<file path="src/rtl/rv_mem_arbiter_if.sv">
// Request/response bus between the rv32 core ports, the arbiter and the
// unified word-wide memory. The slave modport is the arbiter's view.
interface rv_mem_arbiter_if #(
    parameter int ADDR_W = 6
);
    // instruction fetch port
    logic              if_req_valid;
    logic              if_req_ready;
    logic [31:0]       if_addr;
    logic              if_rsp_valid;
    logic [31:0]       if_rdata;
    // load/store port
    logic              d_req_valid;
    logic              d_req_ready;
    logic              d_we;
    logic [1:0]        d_size;
    logic              d_unsigned;
    logic [31:0]       d_addr;
    logic [31:0]       d_wdata;
    logic              d_rsp_valid;
    logic [31:0]       d_rdata;
    logic              d_err;
    // memory port
    logic              mem_en;
    logic              mem_we;
    logic [3:0]        mem_be;
    logic [ADDR_W-1:0] mem_addr;
    logic [31:0]       mem_wdata;
    logic [31:0]       mem_rdata;

    modport master (
        output if_req_valid, if_addr,
        output d_req_valid, d_we, d_size, d_unsigned, d_addr, d_wdata,
        output mem_rdata,
        input  if_req_ready, if_rsp_valid, if_rdata,
        input  d_req_ready, d_rsp_valid, d_rdata, d_err,
        input  mem_en, mem_we, mem_be, mem_addr, mem_wdata
    );

    modport slave (
        input  if_req_valid, if_addr,
        input  d_req_valid, d_we, d_size, d_unsigned, d_addr, d_wdata,
        input  mem_rdata,
        output if_req_ready, if_rsp_valid, if_rdata,
        output d_req_ready, d_rsp_valid, d_rdata, d_err,
        output mem_en, mem_we, mem_be, mem_addr, mem_wdata
    );
endinterface

</file>
<file path="src/rtl/rv_mem_arbiter.sv">
// Single-port arbiter/sequencer sharing one word-wide memory between the
// rv32 fetch port and load/store port. One transaction in flight at a time:
// handshake, memory access, response. Data normally wins arbitration; a fetch
// is forced through after MAX_DATA_STREAK consecutive data grants.
//
// Optional feature: define ARB_MISALIGN_TRAP_EN to flag misaligned data
// accesses with d_err instead of silently aligning them (memory untouched).
//
// state  | meaning
// IDLE   | waiting for a request, readies driven combinationally
// ACCESS | memory driven from the latched request
// RESP   | response pulse to the owning port, read data from mem_rdata
module rv_mem_arbiter #(
    parameter int ADDR_W          = 6,
    parameter int MAX_DATA_STREAK = 4
) (
    input logic             clk,
    input logic             rst_n,
    rv_mem_arbiter_if.slave bus
);

    localparam int STREAK_W = $clog2(MAX_DATA_STREAK + 1);
    localparam int BA_W     = ADDR_W + 2;

    typedef enum logic [1:0] {
        ST_IDLE   = 2'd0,
        ST_ACCESS = 2'd1,
        ST_RESP   = 2'd2
    } state_t;

    state_t              state_q, state_d;
    logic [STREAK_W-1:0] streak_q, streak_d;

    logic                owner_d_q;
    logic [BA_W-1:0]     addr_q;
    logic [1:0]          size_q;
    logic                we_q;
    logic                uns_q;
    logic [31:0]         wdata_q;

    logic                streak_full;
    logic                grant_d;
    logic                grant_f;
    logic                accept;
    logic [7:0]          rd_byte;
    logic [15:0]         rd_half;
    logic [31:0]         load_data;

`ifdef ARB_MISALIGN_TRAP_EN
    logic                err_q;
    logic                misaligned;
`endif

    // Byte address bits above the memory size wrap; fetch low bits are ignored.
    logic unused_addr_bits;
    assign unused_addr_bits = ^{bus.if_addr[31:BA_W], bus.if_addr[1:0], bus.d_addr[31:BA_W]};

    // Arbitration: data wins unless the fetch has been starved long enough.
    always_comb begin
        streak_full = (streak_q == STREAK_W'(MAX_DATA_STREAK));
        grant_d     = bus.d_req_valid && !(bus.if_req_valid && streak_full);
        grant_f     = bus.if_req_valid && !grant_d;
        accept      = rst_n && (state_q == ST_IDLE) && (grant_d || grant_f);
    end

`ifdef ARB_MISALIGN_TRAP_EN
    // Misalignment of the incoming data request.
    always_comb begin
        case (bus.d_size)
            2'b00:   misaligned = 1'b0;
            2'b01:   misaligned = bus.d_addr[0];
            2'b10:   misaligned = |bus.d_addr[1:0];
            default: misaligned = 1'b1;
        endcase
    end
`endif

    // State and starvation counter.
    always_ff @(posedge clk or negedge rst_n) begin
        if (!rst_n) begin
            state_q  <= ST_IDLE;
            streak_q <= '0;
        end else begin
            state_q  <= state_d;
            streak_q <= streak_d;
        end
    end

    // Latch the granted request so the requester may change its inputs.
    always_ff @(posedge clk or negedge rst_n) begin
        if (!rst_n) begin
            owner_d_q <= 1'b0;
            addr_q    <= '0;
            size_q    <= 2'b00;
            we_q      <= 1'b0;
            uns_q     <= 1'b0;
            wdata_q   <= '0;
`ifdef ARB_MISALIGN_TRAP_EN
            err_q     <= 1'b0;
`endif
        end else if (accept) begin
            owner_d_q <= grant_d;
            if (grant_d) begin
                addr_q  <= bus.d_addr[BA_W-1:0];
                size_q  <= bus.d_size;
                we_q    <= bus.d_we;
                uns_q   <= bus.d_unsigned;
                wdata_q <= bus.d_wdata;
            end else begin
                addr_q  <= {bus.if_addr[BA_W-1:2], 2'b00};
                size_q  <= 2'b10;
                we_q    <= 1'b0;
                uns_q   <= 1'b0;
                wdata_q <= '0;
            end
`ifdef ARB_MISALIGN_TRAP_EN
            err_q     <= grant_d && misaligned;
`endif
        end
    end

    // Sub-word extraction and extension of load data.
    always_comb begin
        case (addr_q[1:0])
            2'd0:    rd_byte = bus.mem_rdata[7:0];
            2'd1:    rd_byte = bus.mem_rdata[15:8];
            2'd2:    rd_byte = bus.mem_rdata[23:16];
            default: rd_byte = bus.mem_rdata[31:24];
        endcase
        rd_half = addr_q[1] ? bus.mem_rdata[31:16] : bus.mem_rdata[15:0];
        case (size_q)
            2'b00:   load_data = {{24{~uns_q & rd_byte[7]}}, rd_byte};
            2'b01:   load_data = {{16{~uns_q & rd_half[15]}}, rd_half};
            default: load_data = bus.mem_rdata;
        endcase
    end

    // Next state, handshake, memory drive and response outputs.
    always_comb begin
        state_d          = state_q;
        streak_d         = streak_q;
        bus.if_req_ready = 1'b0;
        bus.d_req_ready  = 1'b0;
        bus.if_rsp_valid = 1'b0;
        bus.if_rdata     = '0;
        bus.d_rsp_valid  = 1'b0;
        bus.d_rdata      = '0;
        bus.d_err        = 1'b0;
        bus.mem_en       = 1'b0;
        bus.mem_we       = 1'b0;
        bus.mem_be       = 4'b0000;
        bus.mem_addr     = '0;
        bus.mem_wdata    = '0;
        case (state_q)
            ST_IDLE: begin
                bus.if_req_ready = rst_n && grant_f;
                bus.d_req_ready  = rst_n && grant_d;
                if (accept) begin
                    state_d = ST_ACCESS;
                    if (grant_f) begin
                        streak_d = '0;
                    end else if (bus.if_req_valid && !streak_full) begin
                        streak_d = streak_q + STREAK_W'(1);
                    end
                end
            end
            ST_ACCESS: begin
                state_d      = ST_RESP;
                bus.mem_en   = 1'b1;
                bus.mem_addr = addr_q[BA_W-1:2];
                if (we_q) begin
                    bus.mem_we = 1'b1;
                    case (size_q)
                        2'b00: begin
                            bus.mem_be    = 4'b0001 << addr_q[1:0];
                            bus.mem_wdata = {4{wdata_q[7:0]}};
                        end
                        2'b01: begin
                            bus.mem_be    = 4'b0011 << {addr_q[1], 1'b0};
                            bus.mem_wdata = {2{wdata_q[15:0]}};
                        end
                        default: begin
                            bus.mem_be    = 4'b1111;
                            bus.mem_wdata = wdata_q;
                        end
                    endcase
                end
`ifdef ARB_MISALIGN_TRAP_EN
                if (err_q) begin
                    bus.mem_en    = 1'b0;
                    bus.mem_we    = 1'b0;
                    bus.mem_be    = 4'b0000;
                    bus.mem_wdata = '0;
                end
`endif
            end
            ST_RESP: begin
                state_d = ST_IDLE;
                if (owner_d_q) begin
                    bus.d_rsp_valid = 1'b1;
                    if (!we_q) begin
                        bus.d_rdata = load_data;
                    end
`ifdef ARB_MISALIGN_TRAP_EN
                    if (err_q) begin
                        bus.d_err   = 1'b1;
                        bus.d_rdata = '0;
                    end
`endif
                end else begin
                    bus.if_rsp_valid = 1'b1;
                    bus.if_rdata     = bus.mem_rdata;
                end
            end
            default: state_d = ST_IDLE;
        endcase
    end

endmodule

</file>
<file path="src/flat_wrapper.sv">
// flat-port wrapper written by rule: the top's interface ports become plain ports
module rv_mem_arbiter_flat 
#(
    parameter int ADDR_W          = 6,
    parameter int MAX_DATA_STREAK = 4
)
  (clk, rst_n, bus_if_req_valid, bus_if_addr, bus_d_req_valid, bus_d_we, bus_d_size, bus_d_unsigned, bus_d_addr, bus_d_wdata, bus_mem_rdata, bus_if_req_ready, bus_if_rsp_valid, bus_if_rdata, bus_d_req_ready, bus_d_rsp_valid, bus_d_rdata, bus_d_err, bus_mem_en, bus_mem_we, bus_mem_be, bus_mem_addr, bus_mem_wdata);
  rv_mem_arbiter_if #(.ADDR_W(ADDR_W)) bus_i ();
  input logic clk;
  input logic rst_n;
  input wire logic [$bits(bus_i.if_req_valid)-1:0] bus_if_req_valid;
  input wire logic [$bits(bus_i.if_addr)-1:0] bus_if_addr;
  input wire logic [$bits(bus_i.d_req_valid)-1:0] bus_d_req_valid;
  input wire logic [$bits(bus_i.d_we)-1:0] bus_d_we;
  input wire logic [$bits(bus_i.d_size)-1:0] bus_d_size;
  input wire logic [$bits(bus_i.d_unsigned)-1:0] bus_d_unsigned;
  input wire logic [$bits(bus_i.d_addr)-1:0] bus_d_addr;
  input wire logic [$bits(bus_i.d_wdata)-1:0] bus_d_wdata;
  input wire logic [$bits(bus_i.mem_rdata)-1:0] bus_mem_rdata;
  output wire logic [$bits(bus_i.if_req_ready)-1:0] bus_if_req_ready;
  output wire logic [$bits(bus_i.if_rsp_valid)-1:0] bus_if_rsp_valid;
  output wire logic [$bits(bus_i.if_rdata)-1:0] bus_if_rdata;
  output wire logic [$bits(bus_i.d_req_ready)-1:0] bus_d_req_ready;
  output wire logic [$bits(bus_i.d_rsp_valid)-1:0] bus_d_rsp_valid;
  output wire logic [$bits(bus_i.d_rdata)-1:0] bus_d_rdata;
  output wire logic [$bits(bus_i.d_err)-1:0] bus_d_err;
  output wire logic [$bits(bus_i.mem_en)-1:0] bus_mem_en;
  output wire logic [$bits(bus_i.mem_we)-1:0] bus_mem_we;
  output wire logic [$bits(bus_i.mem_be)-1:0] bus_mem_be;
  output wire logic [$bits(bus_i.mem_addr)-1:0] bus_mem_addr;
  output wire logic [$bits(bus_i.mem_wdata)-1:0] bus_mem_wdata;
  assign bus_i.if_req_valid = bus_if_req_valid;
  assign bus_i.if_addr = bus_if_addr;
  assign bus_i.d_req_valid = bus_d_req_valid;
  assign bus_i.d_we = bus_d_we;
  assign bus_i.d_size = bus_d_size;
  assign bus_i.d_unsigned = bus_d_unsigned;
  assign bus_i.d_addr = bus_d_addr;
  assign bus_i.d_wdata = bus_d_wdata;
  assign bus_i.mem_rdata = bus_mem_rdata;
  assign bus_if_req_ready = bus_i.if_req_ready;
  assign bus_if_rsp_valid = bus_i.if_rsp_valid;
  assign bus_if_rdata = bus_i.if_rdata;
  assign bus_d_req_ready = bus_i.d_req_ready;
  assign bus_d_rsp_valid = bus_i.d_rsp_valid;
  assign bus_d_rdata = bus_i.d_rdata;
  assign bus_d_err = bus_i.d_err;
  assign bus_mem_en = bus_i.mem_en;
  assign bus_mem_we = bus_i.mem_we;
  assign bus_mem_be = bus_i.mem_be;
  assign bus_mem_addr = bus_i.mem_addr;
  assign bus_mem_wdata = bus_i.mem_wdata;
  rv_mem_arbiter #(.ADDR_W(ADDR_W), .MAX_DATA_STREAK(MAX_DATA_STREAK)) u_core (.clk(clk), .rst_n(rst_n), .bus(bus_i));
endmodule
</file>
<file path="config.mk">
export PLATFORM = sky130hd
export DESIGN_NAME = rv_mem_arbiter_flat
export DESIGN_NICKNAME = d
export VERILOG_FILES = /design/src/rtl/rv_mem_arbiter_if.sv /design/src/rtl/rv_mem_arbiter.sv /design/src/flat_wrapper.sv
export SDC_FILE = /design/constraint.sdc
export NUM_CORES = 1
export LEC_CHECK = 0
export ABC_AREA = 1
export BUFFER_PORTS_ARGS = -buffer_cell sky130_fd_sc_hd__clkbuf_2
export CORE_MARGIN = 10
export CORE_UTILIZATION = 46
export DETAILED_ROUTE_END_ITERATION = 10
export PLACE_DENSITY_LB_ADDON = 0.3
export SYNTH_ARGS = -nofsm -noshare
export SYNTH_HDL_FRONTEND = slang
export SYNTH_SLANG_ARGS = --single-unit
</file>
<file path="constraint.sdc">
create_clock -name clk -period 3.2 [get_ports clk]
set_input_delay 0.64 -clock clk [delete_from_list [all_inputs] [get_ports clk]]
set_output_delay 0.64 -clock clk [all_outputs]
set_load 0.01 [all_outputs]
</file>
==> run metrics, run 1 <==
status finished clean; Core Area 7770 um^2; post-synthesis sequential area ratio 0.339; DRT iter0 DRCs 260; post-synthesis mux area share 0; compound-gate portion of the synthesized area 0.205; Diodes inserted 0; Setup TNS Final 0 ps; Syn Inst Count 570; Post-synth EDFFs 0; Area growth, synth to finish 30.0%; Initial Utilization 0.475; #FFs+latches synth 50; post-synth top area share 0.339; arrival time worst endpoint 2340 ps; fmax 0.335 GHz; GP Congestion 0.908; Startpoint Class register; GRT overflow 0; CTS Sinks 50; Final Hold Vio Count 0; final instance area 4800 um^2; post-CTS setup buffer count 0; FFs w/ async S/R, synth 1.00; Total Wirelength 14100 um; Final ANT Viol Nets 0; die height 110 um; drt drc 0; CTS tree built; Simple-Gate Fraction of Synth Area 0.329; vias in the first global route 4268; post-cts sizing count 0; Root Buffer Master clkbuf_8; largest net degree at the start of global routing 51; FP Rows 32; Worst setup EP type output pin; H-tree depth 2; synth unique cells 31; max-cap violation count 0; Clock Skews 6.23 ps; Tmin final 2980 ps; Total GRT Usage 0.221; Lkg Pwr 2.70 nW; post-detail-place hpwl 11000 um; Clock Latency Late Sink 300 ps; worst-path fanout max 22; Avg Cell Area, Syn 6.47 um^2; WL per Instance 16.5 um; fin nets 889; Pwr per Cell Area 458 nW/um^2; Setup Viol. Count Final 0; Synth top cells by count nor2_1 (130), nand2_1 (97), inv_1 (66); Num CTS Buffers 5; Multi-input gate area 2010 um^2; synthesized-area fraction occupied by adder cells 0.00678; hold-fix buffers at CTS 0; share of layout cells above drive strength 1 0.323; number of port buffers 197; worst hold path type in -> async; Reg area 1250 um^2; via density per instance 5.24; kind of critical path reg -> out; Synth area leader dfrtp_1; Slew headroom 0.481; Synth Warn # 0; Placement Cell Area 4700 um^2; I/O pins 249; fin crit share 0.932; top cells by area, synth dfrtp_1 (34%), nor2_1 (13%), nand2_1 (9.9%); most common cell in the netlist nor2_1; DIE AREA 12000 um^2; vias 4477; RSZ-0062 raised after global routing no; TritonRoute pass-1 iters 5; die width 110 um; clock slew at reported path FFs 90 ps; first-pass GRT wire length 21500 um; initial antenna violation count 0; Synth Flop Type dfrtp_1; main combinational cell family by area after synthesis simple AND/OR/NAND/NOR gates; Crit path required time 2560 ps; worst slew pin tran 777 ps; Syn Nets 708; Slew Limit Fails 0; Mapped Area 3690 um^2; Peak VDD IR 0.342 mV; Filler Cell Count 753; Post-Synth XOR/XNOR Area 0.00237; Max Root-Sink Buffers 2
-- cells in the final DEF (no fill, tap or decap), types with 5 or more instances in the layout --
| cell type | instances |
|---|---|
| nand3_1 | 13 |
| o21ai_1 | 6 |
| nand4_1 | 7 |
| inv_1 | 66 |
| dfrtp_1 | 50 |
| clkbuf_8 | 6 |
| nor2_1 | 130 |
| a21oi_1 | 53 |
| clkbuf_2 | 197 |
| buf_4 | 8 |
| nor2_2 | 5 |
| a22o_1 | 9 |
| o21ai_0 | 61 |
| nor2_4 | 11 |
| o22ai_1 | 11 |
| nand2_1 | 97 |
-- path summary, 6_finish.rpt --
| path | start | end | slack (ps) | cells after the start |
|---|---|---|---|---|
| worst max-delay path | u_core.addr_q[1] | bus_d_rdata[18] | 220 | 9 |
| worst min-delay path | rst_n | u_core.addr_q[5] | 490 | 2 |
| worst max register to register | u_core.streak_q[0] | u_core.size_q[1] | 1320 | 9 |
| worst min register to register | u_core.wdata_q[21] | u_core.wdata_q[21] | 500 | 2 |
| max in group asynchronous | rst_n | u_core.wdata_q[6] | 2290 | 2 |
| min in group clk | u_core.wdata_q[21] | u_core.wdata_q[21] | 500 | 2 |
-- registers in the layout, indices dropped and copies added (netlist names) --
| signal | count |
|---|---|
| u_core.wdata_q | 32 |
| u_core.addr_q | 8 |
| u_core.streak_q | 3 |
| u_core.size_q | 2 |
| u_core.state_q | 2 |
| u_core.owner_d_q | 1 |
| u_core.uns_q | 1 |
| u_core.we_q | 1 |
-- layout make-up --
| cell class | instances | area share |
|---|---|---|
| timing repair buffer | 205 | 0.218 |
| clock inverter | 2 | 0.00261 |
| inverter | 71 | 0.0558 |
| sequential | 50 | 0.261 |
| multi-input combinational | 418 | 0.419 |
| tap | 102 | 0.0266 |
| clock buffer | 6 | 0.0172 |
-- cell families (layout without fill, tap and decap cells) --
| group | Yosys count | in the layout |
|---|---|---|
| AND/OR/NAND/NOR | 273 | 273 |
| adder cells (fa/ha/maj) | 2 | 2 |
| AO/OA/AOI/OAI | 141 | 141 |
| flip-flops | 50 | 50 |
| other | 1 | 1 |
| buffers and inverters | 102 | 284 |
| XOR/XNOR | 1 | 1 |
-- power by group --
group          total, mW  internal (mW)  switching [mW]
combinational      0.940          0.327           0.613
clock              0.381          0.174           0.207
sequential         0.876          0.769           0.107
-- through the flow --
| step | power (mW) | instances | util | hold slack, ps | setup WS (ps) |
|---|---|---|---|---|---|
| after global routing | 2.36 | 854 | 0.617 | 528 | 40.7 |
| after global placement | 1.78 | 846 | 0.605 | 466 | 590 |
| final | 2.20 | 854 | 0.617 | 487 | 217 |
| after detailed placement | 1.82 | 846 | 0.605 | 479 | 560 |
| after floorplan | 1.50 | 570 | - | 344 | 1130 |
| after CTS | 2.21 | 854 | 0.617 | 499 | 215 |
-- worst max-delay path, stage by stage, from the launching register on --
cell,delay [ps]
dfrtp_1,800
nor2_2,70
buf_4,200
nand2_2,70
nand3_2,100
nand3_4,150
nand3_4,90
nand2_4,330
nor2_1,80
clkbuf_2,140
-- metal layers --
metal  vias to the layer above  routed length (um)  GRT usage
met4                         0                 156     0.0520
met3                        13                1510     0.0562
met5                         -                   0          0
met1                      2059                5580      0.270
li1                       2181                   -          -
met2                       224                6830      0.380
No activity file was read; power rests on OpenSTA's default activity.
==> run 2: changes to the inputs <==
CORE_AREA = 2 2 96 98   (was unset)
CORE_MARGIN = unset   (was 10)
CORE_UTILIZATION = unset   (was 46)
DIE_AREA = 0 0 98 100   (was unset)
REMOVE_ABC_BUFFERS = 1   (was unset)
==> run metrics, run 2 (same netlist as run 1, synthesis figures left out) <==
status finished clean; via density per instance 5.14; combinational share of power 0.417; number of port buffers 197; max-cap violation count 0; Diodes inserted 0; Clock power frac 0.202; WL per Instance 14.9 um; GRT overflow 0; Tmin final 2950 ps; Area growth, synth to finish 30.6%; hold-fix buffers at CTS 0; drt drc 0; Slowest cell on crit path dfrtp_1; clock slew at reported path FFs 90 ps; die width 98 um; Pwr per Cell Area 468 nW/um^2; Setup TNS Final 0 ps; slowest stage delay, CP 430 ps; Max Root-Sink Buffers 2; Total Wirelength 12800 um; Startpoint Class register; Setup Viol. Count Final 0; Top delay family on crit path simple AND/OR/NAND/NOR gates; Core Area 8890 um^2; Seq pwr share 0.381; final instance area 4820 um^2; Slew headroom 0.439; largest net degree at the start of global routing 51; most common cell after layout, fill and taps aside clkbuf_2; share of layout cells above drive strength 1 0.321; GP Congestion 0.906; fin crit share 0.921; Placement Cell Area 4700 um^2; kind of critical path reg -> out; Internal Power 1.34 mW; Total GRT Usage 0.255; Final ANT Viol Nets 0; Filler Cell Count 918; number of buffers and inverters on the critical path 2; CTS tree built; Reg area 1250 um^2; Slew Limit Fails 0; TritonRoute pass-1 iters 5; Power Total 2.25 mW; DIE AREA 9800 um^2; CTS Sinks 50; first-pass GRT wire length 20300 um; worst hold path type in -> async; vias 4422; die height 100 um; post-cts sizing count 0; arrival time worst endpoint 2310 ps; Largest regs u_core.wdata_q (32), u_core.addr_q (8), u_core.streak_q (3); Clock Latency Late Sink 300 ps; Crit path required time 2560 ps; post-detail-place hpwl 9680 um; fmax 0.339 GHz; H-tree depth 2; worst path cell trace nand2_1 > nor2_1 > nand2_1 > clkinv_2 > nand2_4 > nor2_1 > clkbuf_2; DRT iter0 DRCs 170; RSZ-0062 raised after global routing no; Num CTS Buffers 5; initial antenna violation count 0; Final Hold Vio Count 0; vias in the first global route 4038; I/O pins 249; Worst setup EP type output pin; Worst Setup SP u_core.state_q[1]; worst-path fanout max 16; FF-to-FF Start u_core.state_q[1]; Biggest register u_core.wdata_q; switch share 0.404; Largest register FFs 32; Peak VDD IR 0.290 mV; Root Buffer Master clkbuf_8; Initial Utilization 0.415; sw power 910 uW; Multi-input gate area 2010 um^2; Clock Skews 8.60 ps; most frequent cells in the layout clkbuf_2 (197), nor2_1 (130), nand2_1 (97), inv_1 (66), o21ai_0 (61); Lkg Pwr 2.70 nW; fin nets 888; FP Rows 35; worst slew pin tran 841 ps; post-CTS setup buffer count 0
[run 2: cell types whose count changed in the layout (fill, tap and decap cells not counted), sizes merged]
cell / before / now
buf: 8 / 7
bufinv: 0 / 1
clkinv: 2 / 1
clkinvlp: 1 / 0
[run 2: area by class of cell]
| type | instances | share of cell area |
|---|---|---|
| Sequential cell | 50 | 0.260 |
| Clock buffer | 6 | 0.0171 |
| Multi-Input combinational cell | 418 | 0.417 |
| Inverter | 71 | 0.0556 |
| Timing Repair Buffer | 204 | 0.216 |
| Clock inverter | 1 | 0.00623 |
| Tap cell | 111 | 0.0288 |
[run 2: through the flow]
stage | instances | hold slack [ps] | util | setup slack [ps]
finish | 861 | 497 | 0.542 | 253
global route | 861 | 523 | 0.542 | 4.90
CTS | 861 | 498 | 0.542 | 249
detailed placement | 854 | 476 | 0.529 | 588
global placement | 854 | 467 | 0.529 | 609
floorplan | 539 | 344 | - | 252
[run 2: per-layer routing]
| layer | vias to the layer above | GRT usage | part of all wire |
|---|---|---|---|
| met2 | 190 | 0.447 | 0.50 |
| met1 | 2042 | 0.333 | 0.42 |
| li1 | 2177 | - | - |
| met3 | 13 | 0.0390 | 0.069 |
| met4 | 0 | 0.0641 | 0.012 |
| met5 | - | 0 | 0 |
[run 2: power groups by stage]
stage | Clock, mW | Sequential, mW | Combinational [mW]
2_1_floorplan | 0 | 0.866 | 0.590
4_1_cts | 0.463 | 0.855 | 0.943
6_report | 0.455 | 0.857 | 0.940
3_3_place_gp | 0 | 0.861 | 0.917
3_5_place_dp | 0 | 0.866 | 0.938
5_1_grt | 0.495 | 0.875 | 1.05
[run 2: final timing paths]
| kind | cells past startpoint | slack [ps] | end |
|---|---|---|---|
| max in group asynchronous | 2 | 2270 | u_core.wdata_q[3] |
| max reg2reg | 5 | 1290 | u_core.addr_q[4] |
| min | 2 | 500 | u_core.state_q[0] |
| min reg2reg | 2 | 500 | u_core.wdata_q[31] |
| max | 7 | 250 | bus_d_rdata[19] |
| min in group clk | 2 | 500 | u_core.wdata_q[31] |
